[config.mk]
export PLATFORM = sky130hd
export DESIGN_NAME = seq_stream_gen_flat
export DESIGN_NICKNAME = d
export VERILOG_FILES = /design/src/rtl/seq_stream_gen_if.sv /design/src/rtl/seq_stream_gen.sv /design/src/flat_wrapper.sv
export SDC_FILE = /design/constraint.sdc
export NUM_CORES = 1
export LEC_CHECK = 0
export ABC_CLOCK_PERIOD_IN_PS = 5300
export CORE_MARGIN = 2
export CORE_UTILIZATION = 38
export CTS_CLUSTER_SIZE = 10
export DETAILED_ROUTE_END_ITERATION = 8
export SYNTH_ARGS = -nofsm -noshare
export SYNTH_HDL_FRONTEND = slang
export SYNTH_SLANG_ARGS = --single-unit
[constraint.sdc]
create_clock -name clk -period 5.3 [get_ports clk]
set_input_delay 1.59 -clock clk [delete_from_list [all_inputs] [get_ports clk]]
set_output_delay 1.59 -clock clk [all_outputs]
set_load 0.005 [all_outputs]
[src/rtl/seq_stream_gen_if.sv]
`default_nettype none
// ============================================================================
// Module      : seq_stream_gen_if
// Description : Load handshake and serial stream bundle of the serial
//               bit-stream generator. The slave side is the generator, the
//               master side is whoever loads patterns and consumes the stream.
// Revision    : 1.0 - initial release
// ============================================================================
interface seq_stream_gen_if #(
  parameter int PAT_W = 8,
  parameter int LEN_W = 4,
  parameter int CNT_W = 4
);
  logic             load_valid;
  logic             load_ready;
  logic [PAT_W-1:0] pattern_in;
  logic [LEN_W-1:0] len_in;
  logic [CNT_W-1:0] repeat_in;
  logic             abort;
  logic             stream_out;
  logic             stream_valid;
  logic             busy;
  logic             done;

  modport slave (
    input  load_valid, pattern_in, len_in, repeat_in, abort,
    output load_ready, stream_out, stream_valid, busy, done
  );

  modport master (
    output load_valid, pattern_in, len_in, repeat_in, abort,
    input  load_ready, stream_out, stream_valid, busy, done
  );
endinterface
`default_nettype wire

[src/rtl/seq_stream_gen.sv]
`default_nettype none
// ============================================================================
// Module      : seq_stream_gen
// Description : Serial bit-stream generator. Captures a pattern, its length
//               and a repeat count, then emits the pattern MSB-of-length first,
//               one bit per clock, back-to-back for repeat+1 passes.
// Revision    : 1.0 - initial release
// ============================================================================
module seq_stream_gen #(
  parameter int PAT_W = 8,
  parameter int LEN_W = 4,
  parameter int CNT_W = 4
) (
  input  wire logic       clk,
  input  wire logic       rst,
  seq_stream_gen_if.slave bus
);
  // Bit index only needs to address PAT_W positions
  localparam int c_idx_w = (PAT_W > 1) ? $clog2(PAT_W) : 1;
  localparam logic [LEN_W-1:0] c_pat_len = LEN_W'(PAT_W);

  typedef enum logic [1:0] {
    S_IDLE = 2'd0,
    S_SEND = 2'd1,
    S_FIN  = 2'd2
  } state_t;

  state_t             r_state,  w_state_nxt;
  logic [PAT_W-1:0]   r_pat,    w_pat_nxt;
  logic [c_idx_w-1:0] r_len_m1, w_len_m1_nxt;
  logic [c_idx_w-1:0] r_idx,    w_idx_nxt;
  logic [CNT_W-1:0]   r_pass,   w_pass_nxt;
  logic               r_out,    w_out_nxt;
  logic               r_valid,  w_valid_nxt;
  logic               r_busy,   w_busy_nxt;
  logic               r_done,   w_done_nxt;
  logic               r_ready,  w_ready_nxt;

  logic [LEN_W-1:0]   w_len_eff;
  logic [c_idx_w-1:0] w_load_m1;

  // Clamp the requested length to the pattern width; the wrapped value of
  // len-1 for a zero length is never used because that load skips SEND.
  assign w_len_eff = (bus.len_in > c_pat_len) ? c_pat_len : bus.len_in;
  assign w_load_m1 = c_idx_w'(w_len_eff - LEN_W'(1));

  // State, captured load and registered outputs
  always_ff @(posedge clk) begin
    if (rst) begin
      r_state  <= S_IDLE;
      r_pat    <= '0;
      r_len_m1 <= '0;
      r_idx    <= '0;
      r_pass   <= '0;
      r_out    <= 1'b0;
      r_valid  <= 1'b0;
      r_busy   <= 1'b0;
      r_done   <= 1'b0;
      r_ready  <= 1'b1;
    end else begin
      r_state  <= w_state_nxt;
      r_pat    <= w_pat_nxt;
      r_len_m1 <= w_len_m1_nxt;
      r_idx    <= w_idx_nxt;
      r_pass   <= w_pass_nxt;
      r_out    <= w_out_nxt;
      r_valid  <= w_valid_nxt;
      r_busy   <= w_busy_nxt;
      r_done   <= w_done_nxt;
      r_ready  <= w_ready_nxt;
    end
  end

  // Next state plus the output values the following cycle must show;
  // r_idx always names the bit currently on stream_out.
  always_comb begin
    w_state_nxt  = r_state;
    w_pat_nxt    = r_pat;
    w_len_m1_nxt = r_len_m1;
    w_idx_nxt    = r_idx;
    w_pass_nxt   = r_pass;
    w_out_nxt    = 1'b0;
    w_valid_nxt  = 1'b0;
    w_busy_nxt   = 1'b0;
    w_done_nxt   = 1'b0;
    w_ready_nxt  = 1'b0;
    case (r_state)
      S_IDLE: begin
        if (bus.load_valid) begin
          w_pat_nxt    = bus.pattern_in;
          w_len_m1_nxt = w_load_m1;
          w_pass_nxt   = bus.repeat_in;
          if (w_len_eff == '0) begin
            w_state_nxt = S_FIN;
            w_done_nxt  = 1'b1;
          end else begin
            w_state_nxt = S_SEND;
            w_idx_nxt   = w_load_m1;
            w_out_nxt   = bus.pattern_in[w_load_m1];
            w_valid_nxt = 1'b1;
            w_busy_nxt  = 1'b1;
          end
        end else begin
          w_ready_nxt = 1'b1;
        end
      end
      S_SEND: begin
        if (bus.abort) begin
          w_state_nxt = S_IDLE;
          w_ready_nxt = 1'b1;
        end else if (r_idx != '0) begin
          w_idx_nxt   = r_idx - c_idx_w'(1);
          w_out_nxt   = r_pat[w_idx_nxt];
          w_valid_nxt = 1'b1;
          w_busy_nxt  = 1'b1;
        end else if (r_pass != '0) begin
          // Next pass starts without a gap cycle
          w_idx_nxt   = r_len_m1;
          w_pass_nxt  = r_pass - CNT_W'(1);
          w_out_nxt   = r_pat[r_len_m1];
          w_valid_nxt = 1'b1;
          w_busy_nxt  = 1'b1;
        end else begin
          w_state_nxt = S_FIN;
          w_done_nxt  = 1'b1;
        end
      end
      S_FIN: begin
        w_state_nxt = S_IDLE;
        w_ready_nxt = 1'b1;
      end
      default: begin
        w_state_nxt = S_IDLE;
        w_ready_nxt = 1'b1;
      end
    endcase
  end

  assign bus.stream_out   = r_out;
  assign bus.stream_valid = r_valid;
  assign bus.busy         = r_busy;
  assign bus.done         = r_done;
  assign bus.load_ready   = r_ready;

endmodule
`default_nettype wire

[src/flat_wrapper.sv]
// flat-port wrapper written by rule: the top's interface ports become plain ports
module seq_stream_gen_flat 
#(
  parameter int PAT_W = 8,
  parameter int LEN_W = 4,
  parameter int CNT_W = 4
)
  (clk, rst, bus_load_valid, bus_pattern_in, bus_len_in, bus_repeat_in, bus_abort, bus_load_ready, bus_stream_out, bus_stream_valid, bus_busy, bus_done);
  seq_stream_gen_if #(.PAT_W(PAT_W), .LEN_W(LEN_W), .CNT_W(CNT_W)) bus_i ();
  input  wire logic clk;
  input  wire logic rst;
  input wire logic [$bits(bus_i.load_valid)-1:0] bus_load_valid;
  input wire logic [$bits(bus_i.pattern_in)-1:0] bus_pattern_in;
  input wire logic [$bits(bus_i.len_in)-1:0] bus_len_in;
  input wire logic [$bits(bus_i.repeat_in)-1:0] bus_repeat_in;
  input wire logic [$bits(bus_i.abort)-1:0] bus_abort;
  output wire logic [$bits(bus_i.load_ready)-1:0] bus_load_ready;
  output wire logic [$bits(bus_i.stream_out)-1:0] bus_stream_out;
  output wire logic [$bits(bus_i.stream_valid)-1:0] bus_stream_valid;
  output wire logic [$bits(bus_i.busy)-1:0] bus_busy;
  output wire logic [$bits(bus_i.done)-1:0] bus_done;
  assign bus_i.load_valid = bus_load_valid;
  assign bus_i.pattern_in = bus_pattern_in;
  assign bus_i.len_in = bus_len_in;
  assign bus_i.repeat_in = bus_repeat_in;
  assign bus_i.abort = bus_abort;
  assign bus_load_ready = bus_i.load_ready;
  assign bus_stream_out = bus_i.stream_out;
  assign bus_stream_valid = bus_i.stream_valid;
  assign bus_busy = bus_i.busy;
  assign bus_done = bus_i.done;
  seq_stream_gen #(.PAT_W(PAT_W), .LEN_W(LEN_W), .CNT_W(CNT_W)) u_core (.clk(clk), .rst(rst), .bus(bus_i));
endmodule
* Word level (Yosys, flattened, before mapping) *
Cells that the tools add are included.

word-level totals
  register bits = 24
  output and inout port bits = 5
  word-level logic and storage cells = 79

cells by class
  add/sub/neg operators = 3
  $lt $le $gt $ge = 4
  eq/ne operators = 9
  mux-type cells = 45
  reduce and logical (&&, ||, !) cells = 9

operator list
  kind                                                                          number
  1-bit two-way mux                                                             20
  4-bit two-way mux                                                             5
  3-bit two-way mux                                                             5
  3-bit by 4-bit less-than comparator with 1-bit output, second input constant  3
  2-bit two-way mux                                                             5
  5-bit AND reduction                                                           2
  1-bit binary-select mux with 3-bit select                                     3
  2-bit inequality test, second input constant                                  4
  1-bit case mux with 2 select lines                                            4
  4-bit case mux with 2 select lines                                            1
  3-bit inequality test, second input constant                                  2
  3-bit case mux with 2 select lines                                            1
  3-bit by 1-bit subtractor with 3-bit output, second input constant            2
  4-bit greater-than comparator, second input constant                          1
  4-bit zero test                                                               1
  2-bit case mux with 2 select lines                                            1
  4-bit nonzero test                                                            1
  4-bit by 1-bit subtractor with 4-bit output, second input constant            1
  3-bit by 1-bit inequality test with 1-bit output, second input constant       1
  3-bit AND reduction                                                           1
  3-bit nonzero test                                                            1
  2-bit by 1-bit == test with 1-bit output, second input constant               1
  2-bit zero test                                                               1
  2-bit by 1-bit inequality test with 1-bit output, second input constant       1
  other kinds (2)                                                               2

* Longest topological paths before layout *
  depth after elaboration = 8
  mapped depth = 8
  mapped depth without buffers = 7

* Worst setup path after synthesis *
Ideal clock, no wire load.

  kind = input-to-reg
  from = input port bus_len_in[3]
  to = register u_core.r_out, in the netlist u_core.bus.stream_out
  library setup time = 0.125 ns
  arrival time = 2.856 ns
  required time = 5.175 ns
  slack = 2.319 ns
  cell stages on the path = 5
  cells stage by stage = nand2b_1 -> ha_1 -> mux4_2 -> mux2i_1 -> o41ai_1

between the ends
  longest elaborated chain between the ends = 8
  elaborated cells between the ends (all ways) = 9

RTL lines
  what                                         line                  text
  start, declared                              flat_wrapper.sv:14    input wire logic [$bits(bus_i.len_in)-1:0] bus_len_in;
  4-bit greater-than comparator                seq_stream_gen.sv:44  assign w_len_eff = (bus.len_in > c_pat_len) ? c_pat_len : bus.len_in;
  4-bit two-way mux *                          seq_stream_gen.sv:44
  3-bit by 1-bit subtractor with 3-bit output  seq_stream_gen.sv:45  assign w_load_m1 = c_idx_w'(w_len_eff - LEN_W'(1));
  1-bit binary-select mux with 3-bit select    seq_stream_gen.sv:99  w_out_nxt = bus.pattern_in[w_load_m1];
  1-bit two-way mux (implied by the code)      seq_stream_gen.sv:99
  1-bit two-way mux *                          seq_stream_gen.sv:93  if (w_len_eff == '0) begin
  1-bit two-way mux *                          seq_stream_gen.sv:89  if (bus.load_valid) begin
  1-bit case mux with 2 select lines *         seq_stream_gen.sv:87  case (r_state)
  end signal, assigned                         seq_stream_gen.sv:66  r_out <= w_out_nxt;
  end, declared                                seq_stream_gen.sv:33  logic r_out, w_out_nxt;

Mark *: on every way between the ends. The rest lies on a longest branch, timed or not. The select of a mux whose other input is x is not followed.
A chain may end at the register's enable or synchronous reset.

* Worst setup path in the final report *
  from = input port bus_len_in[3]
  to = register u_core.r_out, in the netlist u_core.bus.stream_out

between the ends
  longest elaborated chain between the ends = 8
  elaborated cells between the ends (all ways) = 9

RTL lines
  what                                         line                  text
  4-bit greater-than comparator                seq_stream_gen.sv:44
  4-bit two-way mux                            seq_stream_gen.sv:44
  3-bit by 1-bit subtractor with 3-bit output  seq_stream_gen.sv:45
  via u_core.w_load_m1[0]                      seq_stream_gen.sv:40  logic [c_idx_w-1:0] w_load_m1;
  1-bit binary-select mux with 3-bit select    seq_stream_gen.sv:99
  1-bit two-way mux (implied by the code)      seq_stream_gen.sv:99
  1-bit two-way mux                            seq_stream_gen.sv:93
  1-bit two-way mux                            seq_stream_gen.sv:89
  1-bit case mux with 2 select lines           seq_stream_gen.sv:87

The timed path passes the listed nets, and every way through them passes these cells. The select of a mux whose other input is x is not followed.

==> flow_summary_export.csv <==
group,metric,value,unit
status,status,"complete, no violations",
clock_tree,hold_buffers,0,
finish,fillCellCount,350,
global_route,grt_max_degree,26,
floorplanning,initial_core_util,0.407,
logic_synthesis,avgSynthCellArea,8.80,um^2
routing,top_layer,"met4",
clock_tree,clock_latency,320,ps
logic_synthesis,synth_top_area_cell,"dfxtp_1",
sta,finalMaxSlewViolations,0,
logic_synthesis,async_reset_ff_frac,0,
logic_synthesis,syn_area,1390,um^2
sta,rsz0062_at_grt,"false",
sta,max-slew-margin-rel,0.323,
finish,area_delta_synth_final,20.3,%
floorplanning,fp.dieH,64.5,um
clock_tree,cts_resized,0,
logic_synthesis,ys_ff_latch,24,
routing,route.vias.total,1171,
floorplanning,die_width,64.5,um
sta,fmax,0.304,GHz
worst_setup_path,cp-end-kind,"flip-flop",
routing,wl_met2,1560,um
sta,timing.final.crit_share,0.621,
clock_tree,cts_tree,"built",
clock_tree,post_cts_buffers,0,
worst_setup_path,critical_path.max_fanout,5,
routing,totalWireLength,3220,um
job,max_cap_viol_count,0,
worst_setup_path,worstPathArrival,3480,ps
worst_hold_path,hold_class,"flip-flop to flip-flop",
global_route,antenna_found_initial,0,
routing,post_drt_wl_per_cell,14.4,um
logic_synthesis,yosysSeqAreaShare,0.346,
logic_synthesis,synth-edff-count,0,
logic_synthesis,syn-num-nets,183,
clock_tree,cts-buffers-inserted,3,
routing,drt_first_pass_iters,4,
worst_setup_path,cp-start-kind,"input port",
sta,fin_skew,9.24,ps
global_route,grt_pass1_vias,1153,
clock_tree,cts.sinks,24,
worst_setup_path,crit_required,5490,ps
placement,port_buffers,24,
logic_synthesis,synth_top_area_frac,0.346,
sta,setup-violations-final,0,
logic_synthesis,synthDistinctLibCells,39,
placement,pre_cts_ws,1640,ps
routing,wl_met1,1500,um
global_route,overflow,0,
placement,gp_congestion,0.792,
power_and_ir_drop,powerDensity,273,nW/um^2
sta,final-hold-violation-count,0,
sta,period_minus_slack,3290,ps
global_route,grt_pass1_wl,5210,um
routing,post-route-drc-count,0,
floorplanning,dieArea,4160,um^2
worst_setup_path,crit_type,"input port to flip-flop",
routing,drt_iter0_drc,49,
power_and_ir_drop,power,0.456,mW
sta,fin_ws,2010,ps
clock_tree,h-tree-depth,1,
finish,mostFrequentLayoutCells,"24 x nand2_1, 24 x clkdlybuf4s50_1, 24 x dfxtp_1",
clock_tree,cts_root_buffer,"clkbuf_4",
clock_tree,cts_buffer_depth,2,
sta,worst_pin_slew,1010,ps
logic_synthesis,ys.flop_type,"dfxtp_1",
finish,postLayoutCoreUtil,0.490,
global_route,globalRouteTotalUtil,0.161,
floorplanning,fp-row-count,21,
logic_synthesis,yosysWarnings,0,
sta,fin_setup_tns,0,ps
finish,diodes,0,
finish,nets,204,
floorplanning,ios,25,
clock_tree,clkTransAtPathRegs,140,ps
power_and_ir_drop,vdd_ir_drop_max,0.000128,V
power_and_ir_drop,p_leak,0.607,nW
logic_synthesis,synth_area_leaders,"dfxtp_1 35%, mux4_2 9.7%, nand2_1 6.5%",
routing,routed-wl-met3,147,um
floorplanning,core_area,3420,um^2
routing,via_per_inst,5.23,
placement,dp_hpwl,2470,um
logic_synthesis,synthCells,158,
routing,postRouteAntennaNets,0,
finish,layout-drive-gt1-share,0.107,
## cell families after synthesis
| group | synth area share |
|---|---|
| AOI/OAI and AO/OA | 0.168 |
| xor gates and xnor gates | 0.00630 |
| adders and majority gates | 0.0450 |
| buffers and inverters | 0.0504 |
| DFF | 0.346 |
| muxes | 0.134 |
| and+or+nand+nor | 0.250 |
## cell usage after synthesis (2+ instances only)
library cell and number:
nor2b_1 7, clkbuf_1 3, o21ai_4 2, nor3_1 5, a21oi_1 12, a211oi_1 3, mux2i_1 4, nand2b_1 4
ha_1 5, nor2_1 15, nand2_1 24, a31oi_1 3, buf_6 2, inv_1 5, buf_2 2, mux4_2 6
nor4_1 2, dfxtp_1 24, nor3b_1 3, o211ai_1 2, o21ai_0 7
## final cells by class
class	count	area [um^2]	area share
multi-input combinational	121	840	0.502
sequential	24	480	0.287
timing repair buffer	24	240	0.144
tap	46	57.6	0.0344
clock buffer	4	36.3	0.0217
inverter	5	18.8	0.0112
## critical path: stages
cell             delay, ps
clkdlybuf4s50_1        450
nand2b_1               250
ha_1                   420
mux4_2                 520
mux2i_1                160
o41ai_1                 80
## power by group
part	internal (mW)	switching, mW
clock	0.0420	0.0562
combinational	0.0734	0.0724
sequential	0.197	0.0153
total	0.312	0.144
## routing by layer
metal / global-route usage / vias to the layer above
met4: 0.0346 / 0
li1: - / 597
met3: 0.0417 / 2
met1: 0.202 / 548
met2: 0.277 / 24
met5: 0 / -
## state kept, by name, summed over array words and instances, names as in the netlist, 2 cells and up
name and count:
u_core.r_idx 3, u_core.r_len_m1 3, u_core.r_pat 8, u_core.r_pass 4
u_core.r_state 2
## path summary, 6_finish.rpt
check / slack (ps) / depth (start not counted) / start / end
min: 480 / 2 / u_core.r_pat[5] / u_core.r_pat[5]
max: 2010 / 6 / bus_len_in[3] / u_core.bus.stream_out
max reg2reg: 3220 / 7 / u_core.r_idx[0] / u_core.r_idx[0]
min reg2reg: 480 / 2 / u_core.r_pat[5] / u_core.r_pat[5]
## stage by stage
step,hold slack (ps),instances,cell area (um^2)
floorplan,443,158,1390
global placement,460,220,1640
detailed placement,467,220,1640
CTS,485,224,1670
global route,514,224,1670
finish,482,224,1670
Note: power is estimated with default switching activity, not from simulation.
